### src/rtl/alu_exec.sv
// alu_exec: single-issue RV32I execute stage with a bit-serial shifter
module alu_exec (
    input  logic        clock,
    input  logic        reset,
    input  logic        in_valid,
    output logic        in_ready,
    input  logic [31:0] inst,
    input  logic [3:0]  alu_op,
    input  logic [31:0] imm,
    input  logic [4:0]  rd,
    input  logic        stall,
    input  logic [31:0] pc,
    input  logic [31:0] rs1_val,
    input  logic [31:0] rs2_val,
    output logic        out_valid,
    output logic [31:0] result,
    output logic [4:0]  rd_out,
    output logic        we,
    output logic        redirect,
    output logic [31:0] target,
    output logic        stall_release,
    output logic        busy
);
    localparam logic [0:0] IDLE  = 1'b0;
    localparam logic [0:0] SHIFT = 1'b1;
    logic [0:0]  state;
    logic [4:0]  cnt;
    logic [31:0] sh_val, sh_next;
    logic        sh_left, sh_arith, p_we, p_stall;
    logic [6:0]  opc;
    logic [2:0]  f3;
    logic        is_op, is_opi, is_br, is_jal, is_jalr, is_lui, is_auipc, is_load, is_store;
    logic [31:0] i_imm, s_imm, u_imm, j_imm, b, alu_y, res_c, tgt_c, jalr_t;
    logic        sub, take, we_c, redir_c, is_shift, start_shift;
    assign opc      = inst[6:0];
    assign f3       = alu_op[2:0];
    assign is_op    = opc == 7'b0110011;
    assign is_opi   = opc == 7'b0010011;
    assign is_br    = opc == 7'b1100011;
    assign is_jal   = opc == 7'b1101111;
    assign is_jalr  = opc == 7'b1100111;
    assign is_lui   = opc == 7'b0110111;
    assign is_auipc = opc == 7'b0010111;
    assign is_load  = opc == 7'b0000011;
    assign is_store = opc == 7'b0100011;
    assign i_imm    = {{20{inst[31]}}, inst[31:20]};
    assign s_imm    = {{20{inst[31]}}, inst[31:25], inst[11:7]};
    assign u_imm    = {inst[31:12], 12'b0};
    assign j_imm    = {{12{inst[31]}}, inst[19:12], inst[20], inst[30:21], 1'b0};
    assign b        = is_op ? rs2_val : is_store ? s_imm : i_imm;
    // ADDI carries inst[30] as immediate data, so only register ops may subtract
    assign sub      = is_op & alu_op[3];
    assign is_shift = (is_op | is_opi) & (f3 == 3'b001 | f3 == 3'b101);
    assign start_shift = is_shift & (b[4:0] != 5'd0);
    assign jalr_t   = rs1_val + i_imm;
    assign sh_next  = sh_left ? {sh_val[30:0], 1'b0} : {sh_arith & sh_val[31], sh_val[31:1]};
    assign busy     = state == SHIFT;
    assign in_ready = ~busy;
    always_comb begin
        case (f3)
            3'b000:  alu_y = sub ? rs1_val - b : rs1_val + b;
            3'b010:  alu_y = {31'b0, $signed(rs1_val) < $signed(b)};
            3'b011:  alu_y = {31'b0, rs1_val < b};
            3'b100:  alu_y = rs1_val ^ b;
            3'b110:  alu_y = rs1_val | b;
            3'b111:  alu_y = rs1_val & b;
            default: alu_y = rs1_val;
        endcase
        case (inst[14:12])
            3'b000:  take = rs1_val == rs2_val;
            3'b001:  take = rs1_val != rs2_val;
            3'b100:  take = $signed(rs1_val) < $signed(rs2_val);
            3'b101:  take = $signed(rs1_val) >= $signed(rs2_val);
            3'b110:  take = rs1_val < rs2_val;
            3'b111:  take = rs1_val >= rs2_val;
            default: take = 1'b0;
        endcase
        res_c   = (is_op | is_opi) ? alu_y :
                  (is_jal | is_jalr) ? pc + 32'd4 :
                  is_lui ? u_imm :
                  is_auipc ? pc + u_imm :
                  (is_load | is_store) ? rs1_val + b : 32'd0;
        tgt_c   = is_br ? pc + imm : is_jal ? pc + j_imm : {jalr_t[31:1], 1'b0};
        redir_c = (is_br & take) | is_jal | is_jalr;
        we_c    = (rd != 5'd0) & (is_op | is_opi | is_jal | is_jalr | is_lui | is_auipc);
    end
    always_ff @(posedge clock) begin
        if (reset) begin
            state         <= IDLE;
            cnt           <= 5'd0;
            sh_val        <= 32'd0;
            sh_left       <= 1'b0;
            sh_arith      <= 1'b0;
            p_we          <= 1'b0;
            p_stall       <= 1'b0;
            out_valid     <= 1'b0;
            result        <= 32'd0;
            rd_out        <= 5'd0;
            we            <= 1'b0;
            redirect      <= 1'b0;
            target        <= 32'd0;
            stall_release <= 1'b0;
        end else begin
            out_valid     <= 1'b0;
            we            <= 1'b0;
            redirect      <= 1'b0;
            stall_release <= 1'b0;
            if (state == SHIFT) begin
                sh_val <= sh_next;
                cnt    <= cnt - 5'd1;
                if (cnt == 5'd1) begin
                    state         <= IDLE;
                    out_valid     <= 1'b1;
                    result        <= sh_next;
                    we            <= p_we;
                    stall_release <= p_stall;
                end
            end else if (in_valid) begin
                rd_out <= rd;
                if (start_shift) begin
                    state    <= SHIFT;
                    cnt      <= b[4:0];
                    sh_val   <= rs1_val;
                    sh_left  <= f3 == 3'b001;
                    sh_arith <= alu_op[3];
                    p_we     <= we_c;
                    p_stall  <= stall;
                end else begin
                    out_valid     <= 1'b1;
                    result        <= res_c;
                    we            <= we_c;
                    redirect      <= redir_c;
                    target        <= tgt_c;
                    stall_release <= stall;
                end
            end
        end
    end
endmodule

### config.mk
export PLATFORM = sky130hd
export DESIGN_NAME = alu_exec
export DESIGN_NICKNAME = d
export VERILOG_FILES = /design/src/rtl/alu_exec.sv
export SDC_FILE = /design/constraint.sdc
export NUM_CORES = 1
export LEC_CHECK = 0
export CORE_MARGIN = 3
export CORE_UTILIZATION = 35
export DETAILED_ROUTE_END_ITERATION = 8
export RECOVER_POWER = 100
export SLEW_MARGIN = 10
export SYNTH_ARGS = -nofsm -noshare
export SYNTH_HDL_FRONTEND = slang
export SYNTH_SLANG_ARGS = --single-unit
### constraint.sdc
create_clock -name clock -period 12.7 [get_ports clock]
set_input_delay 2.54 -clock clock [delete_from_list [all_inputs] [get_ports clock]]
set_output_delay 2.54 -clock clock [all_outputs]
set_load 0.005 [all_outputs]
* After elaboration in Yosys (flattened, before gate mapping) *
Cells that the tools add are included.

operators by class
  divide/modulo/power cells = 0
  multiplexer cells = 39
  multipliers = 0
  bitwise gates (word level) = 22
  shifts and indexed selects = 0
  reductions and logical operators = 12
  eq/ne operators = 26
  order comparisons = 6
  $add $sub $neg = 8

operator list
  kind                                                              number
  32-bit two-way mux                                                17
  32-bit one-hot mux with 6 select lines                            1
  32-bit adder                                                      5
  32-bit less-than comparator                                       4
  32-bit greater-or-equal comparator                                2
  32-bit by 3-bit adder with 32-bit output (second input constant)  1
  32-bit bitwise AND                                                1
  32-bit == test                                                    1
  32-bit inequality test                                            1
  32-bit OR                                                         1
  32-bit subtractor                                                 1
  32-bit bitwise XOR                                                1
  3-bit == test (second input constant)                             8
  7-bit by 6-bit == test with 1-bit output (second input constant)  3
  7-bit == test (second input constant)                             3
  5-bit two-way mux                                                 4
  1-bit two-way mux                                                 16
  7-bit by 5-bit == test with 1-bit output (second input constant)  2
  1-bit OR                                                          10
  5-bit nonzero test                                                2
  3-bit AND reduction                                               3
  7-bit by 2-bit == test with 1-bit output (second input constant)  1
  1-bit bitwise AND                                                 6
  3-bit by 1-bit == test with 1-bit output (second input constant)  2
  11 further kinds                                                  17

word-level totals
  bits in latches = 0
  memory bits (read-only) = 0
  memories = 0
  bits in writable memories = 0
  register bits = 115

* Longest topological paths before layout *
Gate-level depths: netlist of run 1.

  depth after elaboration = 12
  depth in mapped cells = 22
  mapped depth without buffers = 18

* Worst setup path before layout of run 1 *
OpenSTA, ideal clock, no wires.

  path type = input to register
  from = input inst[4]
  to = register result[20]
  library setup time = 0.118 ns
  arrival time = 6.485 ns
  path slack = 6.096 ns
  path buffers = 5
  required time = 12.582 ns
  stages = 22
  cells stage by stage = buf_4 buf_6 nand4b_2 nor2_2 clkbuf_1 nand2_1 and2_1 clkbuf_1 o21bai_1 inv_1 ha_1 buf_6 nor4_4 inv_1 a2111o_1 a21o_1 a311oi_2 o32ai_1 xor2_1 a221o_1 a221oi_2 nor2_1

on the way
  word-level cells in the longest chain between the ends = 12
  elaborated cells between the ends (all ways) = 34

ends and longest elaborated chain
  what                                      RTL line  RTL
  from (decl)                               7         input logic [31:0] inst,
  7-bit by 6-bit == test with 1-bit output  45        assign is_store = opc == 7'b0100011;
  5-bit two-way mux                         50        assign b = is_op ? rs2_val : is_store ? s_imm : i_imm;
  32-bit two-way mux                        50
  32-bit adder                              61, 82
  32-bit two-way mux                        82        (is_load | is_store) ? rs1_val + b : 32'd0;
  32-bit two-way mux                        81        is_auipc ? pc + u_imm :
  32-bit two-way mux                        80        is_lui ? u_imm :
  32-bit two-way mux                        79        (is_jal | is_jalr) ? pc + 32'd4 :
  32-bit two-way mux                        78        res_c = (is_op | is_opi) ? alu_y :
  32-bit two-way mux                        120       if (start_shift) begin
  32-bit two-way mux                        118       end else if (in_valid) begin
  32-bit two-way mux                        108       if (state == SHIFT) begin
  to (signal assigned)                      114       result <= sh_next;
  to (signal assigned)                      130       result <= res_c;
  to (decl)                                 16        output logic [31:0] result,

Parallel ways exist; a longest one is shown, timed or not. The select of a mux whose other input is x is not followed.
A chain may end at the register's enable or synchronous reset.

* Worst setup path in the final report of run 1 *
  from = input inst[4]
  to = register result[30]

Same word-level chain as after synthesis.

==> results of run 1 <==
## layer usage
metal	vias to the layer above	routed length, um
li1	10300	-
met4	4	5450
met5	-	33
met3	206	7870
met1	10700	40000
met2	1066	41400
## cells by family after synthesis
kind of cell | Yosys count | share of synthesized area [%]
AOI/OAI and AO/OA | 1034 | 35.9
and+or+nand+nor | 800 | 19.8
buffers and inverters | 326 | 6.78
adders and majority gates | 239 | 16.0
xor gates and xnor gates | 146 | 6.74
DFF | 115 | 12.1
muxes | 49 | 2.68
## report_power, final
| part | internal [mW] | total, mW | leakage [nW] | switching (mW) |
|---|---|---|---|---|
| sequential | 0.376 | 0.386 | 0.938 | 0.0105 |
| clock | 0.326 | 0.541 | 0.294 | 0.214 |
| combinational | 0.327 | 0.829 | 8.01 | 0.502 |
| total | 1.03 | 1.76 | 9.24 | 0.726 |
## stage by stage
step                total power, mW  hold slack (ns)  std cells  area (um2)  worst slack, ns
CTS                            1.76            0.454       3564       22600             4.34
global route                   1.84            0.470       3564       22500             1.93
floorplan                     0.910            0.436       2709       19000             6.10
global placement               1.21            0.442       3533       22000             4.02
detailed placement             1.21            0.446       3533       22000             3.84
finish                         1.76            0.447       3565       22500             2.40
## how the worst max path moves through the flow
stage / start / endpoint / cells past startpoint
2_1_floorplan: inst[4] / result[20] / 22
3_3_place_gp: inst[4] / result[26] / 20
3_5_place_dp: inst[4] / result[26] / 20
4_1_cts: inst[4] / result[26] / 20
5_1_grt: inst[4] / result[31] / 20
6_report: inst[4] / result[30] / 20
## final cells by class
cell class	instances	share of cell area, %
diodes	1	0.0111
flip-flops and latches	115	10.2
repair buffers	285	12.0
inverters	177	2.95
well taps	688	3.82
clock inverters	9	0.567
multi-input cells	2268	68.3
clock buffers	22	2.15
## Yosys cell counts, drive strengths merged (26+ instances only)
cell type	count	area share [%]
o21ai	222	5.9
dfxtp	115	12
clkbuf	100	2.0
and3	27	0.89
o21a	29	1.1
a21oi	278	7.3
xnor2	104	4.8
buf	49	1.3
nand2	260	5.1
a211oi	75	3.0
a221oi	26	1.3
nand4	38	1.3
a31oi	38	1.3
o21bai	39	1.5
xor2	42	1.9
ha	233	15
inv	176	3.5
o211ai	37	1.5
nor3	54	1.5
a21o	65	2.6
nand3	56	1.5
mux2i	38	2.0
nor2	233	4.6
## registers in the layout, summed over array words and instances (netlist names), 5 cells and up
| signal | flops |
|---|---|
| result | 32 |
| rd_out | 5 |
| cnt | 5 |
| sh_val | 32 |
| target | 32 |
## worst min-delay path: cells and delay by family (launching register included)
family / cells / cell delay (ns)
simple gates: 1 / 0.05
flops: 1 / 0.30
compound gates: 1 / 0.05
==> flow_metrics.env, run 1 <==
export IMPL_netlist_area_mm2=0.0190
export IMPL_fin_crit_ns=10.30
export IMPL_port_buffers=247
export IMPL_grt_use_met2_pct=50.4
export IMPL_antenna_found_initial=4
export IMPL_track_usage_pct=32.1
export IMPL_grt_pass1_wl_um=137000
export IMPL_path_buf_inv=4
export IMPL_yosys_warnings=0
export IMPL_layout_common_cells="a21oi_1, nand2_1, ha_1"
export IMPL_post_cts_resize_count=0
export IMPL_numClockSinks=115
export IMPL_drive_gt1_share_pct=4.00
export IMPL_p_per_area_mw_per_mm2=78.0
export IMPL_status="finished, violations left"
export IMPL_cp_max_fo=34
export IMPL_ant_nets=0
export IMPL_finalCritPeriodShare_pct=81.1
export IMPL_maxCapViolations=10
export IMPL_whs_path_depth=2
export IMPL_hold_viol_final=0
export IMPL_grt_max_degree=52
export IMPL_syn_instance_count=2709
export IMPL_synth_async_sr_flop_share_pct=0
export IMPL_die_x_um=239
export IMPL_cts_htree_levels=4
export IMPL_layout_nets=3276
export IMPL_dr_total_vias=22300
export IMPL_hp_start="target[4]"
export IMPL_reg2reg_from="busy"
export IMPL_clock_fmax_ghz=0.0971
export IMPL_initial_core_util_pct=35.8
export IMPL_synth_fp_nets=3121
export IMPL_firstDrtPassIters=8
export IMPL_cts_root_buf="clkbuf_16"
export IMPL_ys_ff_latch=115
export IMPL_gr_usage_met3_pct=6.65
export IMPL_slowest_stage="clkbuf_1"
export IMPL_grt_pass1_vias=21300
export IMPL_clockBufferDepth=2
export IMPL_ys_flop_type="dfxtp_1"
export IMPL_worstRegToRegCells=9
export IMPL_required_ns=13.07
export IMPL_slew_headroom_pct=-71.2
export IMPL_wire_per_inst_um=26.6
export IMPL_grt_util_met1_pct=41.3
export IMPL_violations="max-capacitance violations, max-slew violations"
export IMPL_min_delay_worst_endpoint="target[4]"
export IMPL_multi_input_area_mm2=0.0154
export IMPL_wl_um=94700
export IMPL_cp_arrival_ns=10.66
export IMPL_final_common_cell="a21oi_1"
export IMPL_rrSetupSlack_ns=6.07
export IMPL_hp_class="flip-flop to flip-flop"
export IMPL_crit_family="buffers and inverters"
export IMPL_io_pins=248
export IMPL_slew_viol_final=281
export IMPL_max_stage_delay_ns=1.37
export IMPL_ir_worst_vdd_mv=0.118
export IMPL_syn_area_per_cell_um2=7.01
export IMPL_core_mm2=0.0531
export IMPL_row_count=84
export IMPL_rsz0062_at_grt="no"
export IMPL_tightestPinTransition_ns=2.57
export IMPL_place_gp_congestion=0.979
export IMPL_dp_hpwl_um=73800
export IMPL_cts_tree="done"
export IMPL_drt_drc_violations_left=0
export IMPL_synth_yosys_seq_area_share_pct=12.1
export IMPL_grt_overflow=0
export IMPL_setup_violations=0
export IMPL_numCtsBuffers=17
export IMPL_post_route_util_pct=42.4
export IMPL_path_class="input pin to flip-flop"
export IMPL_via_per_inst=6.25
export IMPL_syn_to_final_growth_pct=18.6
export IMPL_fin_tns_setup_ns=0
export IMPL_p_leak_nw=9.24
export IMPL_hold_buffers=0
export IMPL_die_area_mm2=0.0571
export IMPL_die_height_um=239
export IMPL_register_area_mm2=0.00230
export IMPL_clkLatencyLatePin_ns=0.49
export IMPL_nFillCells=5522
export IMPL_top_usage_layer="met2"
export IMPL_worstSetupEndpointType="flip-flop"
export IMPL_start_kind="input pin"
export IMPL_rr_endpoint="result[15]"
export IMPL_cts_setup_buffers=0
export IMPL_synth_distinct_cells=101
export IMPL_clock_skew_ns=0.0137
export IMPL_cp_cell_sequence="dlygate4sd3_1, nand4b_1, nor2_2, clkbuf_1, nand2_1, clkbuf_1, and2_0, o21bai_1, inv_1, ha_1, or2_1, nand3b_1, a211oi_1, o41a_1, nor4_1, a221oi_1, o41ai_1, nor3_1, nor3_1, o21ai_0"
export IMPL_dr_first_iter_drc_count=2412
export IMPL_synth_edf_count=0
export IMPL_path_clk_slew_ns=0.06
(Power assumes the default switching activity.)
==> run 2: changes to the inputs <==
==> constraint.sdc (replaced) <==
create_clock -name clock -period 9.9 [get_ports clock]
set_input_delay 1.98 -clock clock [delete_from_list [all_inputs] [get_ports clock]]
set_output_delay 1.98 -clock clock [all_outputs]
set_load 0.005 [all_outputs]
==> run 2 against run 1 <==
Against the previous run:
- clock skew up 0.0022 ns
- the run still ends with max-capacitance violations, max-slew violations left
- critical path depth down 8
- setup slack worse by 1.0 ns
- cell area up 0.26%
- largest cell class unchanged
==> flow_metrics.env, run 2 (same netlist as run 1, synthesis figures left out) <==
export IMPL_status="finished, violations left"
export IMPL_violations="max-capacitance violations, max-slew violations"
export IMPL_firstDrtPassIters=6
export IMPL_p_int_mw=1.36
export IMPL_numClockSinks=115
export IMPL_place_gp_congestion=0.986
export IMPL_reg2reg_from="busy"
export IMPL_drt_drc_violations_left=0
export IMPL_die_area_mm2=0.0571
export IMPL_core_mm2=0.0531
export IMPL_cp_depth=12
export IMPL_die_height_um=239
export IMPL_final_cells=3566
export IMPL_cts_setup_buffers=0
export IMPL_post_route_util_pct=42.5
export IMPL_drive_gt1_share_pct=4.17
export IMPL_initial_core_util_pct=35.8
export IMPL_p_per_area_mw_per_mm2=101
export IMPL_fin_tns_setup_ns=0
export IMPL_numCtsBuffers=17
export IMPL_clock_skew_ns=0.0159
export IMPL_switchingPower_mw=0.928
export IMPL_antennaDiodeCount=0
export IMPL_rrSetupSlack_ns=2.65
export IMPL_die_x_um=239
export IMPL_placed_cells=3534
export IMPL_dr_total_vias=22500
export IMPL_wl_um=93300
export IMPL_track_usage_pct=31.7
export IMPL_grt_pass1_vias=21200
export IMPL_p_seq_share_pct=21.7
export IMPL_cts_tree="done"
export IMPL_rr_endpoint="target[25]"
export IMPL_hold_buffers=0
export IMPL_wire_per_inst_um=26.2
export IMPL_cp_startpoint="inst[4]"
export IMPL_clkLatencyLatePin_ns=0.50
export IMPL_maxCapViolations=8
export IMPL_layout_nets=3277
export IMPL_crit_family="buffers and inverters"
export IMPL_cp_cell_sequence="dlygate4sd3_1, nand4b_1, nor2_1, clkbuf_1, nand2_1, clkbuf_1, a31oi_1, nor2_1, nor2_2, clkbuf_1, nor2_1, a32o_1"
export IMPL_port_buffers=247
export IMPL_path_class="input pin to flip-flop"
export IMPL_slew_viol_final=228
export IMPL_row_count=84
export IMPL_power_combinational_fraction_pct=46.2
export IMPL_dr_first_iter_drc_count=2615
export IMPL_nFillCells=5553
export IMPL_via_per_inst=6.30
export IMPL_syn_to_final_growth_pct=18.9
export IMPL_required_ns=10.29
export IMPL_start_kind="input pin"
export IMPL_antenna_found_initial=3
export IMPL_post_cts_resize_count=0
export IMPL_p_leak_nw=9.29
export IMPL_tightestPinTransition_ns=2.47
export IMPL_setup_violations=0
export IMPL_final_common_cell="a21oi_1"
export IMPL_clock_fmax_ghz=0.117
export IMPL_ir_worst_vdd_mv=0.147
export IMPL_p_sw_share_pct=40.5
export IMPL_ant_nets=0
export IMPL_grt_overflow=0
export IMPL_cts_root_buf="clkbuf_16"
export IMPL_path_clk_slew_ns=0.07
export IMPL_grt_max_degree=54
export IMPL_cts_htree_levels=4
export IMPL_worstSetupEndpointType="flip-flop"
export IMPL_layout_common_cells="a21oi_1, nand2_1, ha_1"
export IMPL_dp_hpwl_um=72800
export IMPL_hold_slack_ns=0.454
export IMPL_endpoint="result[16]"
export IMPL_worstRegToRegCells=7
export IMPL_clockBufferDepth=2
export IMPL_path_buf_inv=4
export IMPL_fin_crit_ns=8.53
export IMPL_max_stage_delay_ns=1.52
export IMPL_clock_power_share_pct=32.1
export IMPL_slew_headroom_pct=-64.5
export IMPL_reg_top3="result: 32 flops, sh_val: 32 flops, target: 32 flops"
export IMPL_hold_viol_final=0
export IMPL_rsz0062_at_grt="no"
export IMPL_io_pins=248
export IMPL_slowest_stage="clkbuf_1"
export IMPL_hp_class="flip-flop to flip-flop"
export IMPL_finalCritPeriodShare_pct=86.1
export IMPL_cp_arrival_ns=8.92
export IMPL_cp_max_fo=32
export IMPL_grt_pass1_wl_um=136000
export IMPL_hp_start="result[3]"
## run 2: cell type report
type | count | area (um2) | area share [%]
Timing Repair Buffer | 286 | 2710 | 12.0
Inverter | 177 | 664 | 2.94
Tap cell | 688 | 861 | 3.81
Sequential cell | 115 | 2300 | 10.2
Clock buffer | 20 | 457 | 2.02
Clock inverter | 12 | 203 | 0.898
Multi-Input combinational cell | 2268 | 15400 | 68.1
## run 2: power by group through the flow
stage	clock [mW]	combinational, mW	sequential [mW]
2_1_floorplan	0	0.664	0.503
3_3_place_gp	0	1.04	0.507
3_5_place_dp	0	1.04	0.507
4_1_cts	0.746	1.05	0.497
5_1_grt	0.765	1.15	0.498
6_report	0.736	1.06	0.496
## run 2: tightest hold or removal path, cell delays in order (launching register included)
cell	delay [ns]
dfxtp_1	0.31
nand2_1	0.05
a21oi_1	0.05
## run 2: worst min-delay path by stage
stage	cells after the start	slack (ns)	endpoint
3_5_place_dp	2	0.45	p_stall
6_report	2	0.45	result[3]
5_1_grt	2	0.47	result[3]
3_3_place_gp	2	0.44	result[3]
4_1_cts	2	0.46	p_stall
2_1_floorplan	2	0.44	p_stall
## run 2: per-layer routing
| metal | track usage [%] | share of wire, % | vias up |
|---|---|---|---|
| met5 | 0 | 0.025 | - |
| met4 | 14.9 | 5.2 | 4 |
| met3 | 6.58 | 8.4 | 231 |
| met2 | 50.8 | 45 | 1117 |
| met1 | 40.6 | 42 | 10800 |
| li1 | - | - | 10300 |
## run 2: metrics by stage
step / instance area [um2] / power (mW) / setup WS, ns
floorplan: 19000 / 1.17 / 3.86
global placement: 22000 / 1.54 / 1.95
detailed placement: 22000 / 1.55 / 1.87
CTS: 22700 / 2.29 / 2.35
global route: 22600 / 2.41 / 1.08
finish: 22600 / 2.29 / 1.37
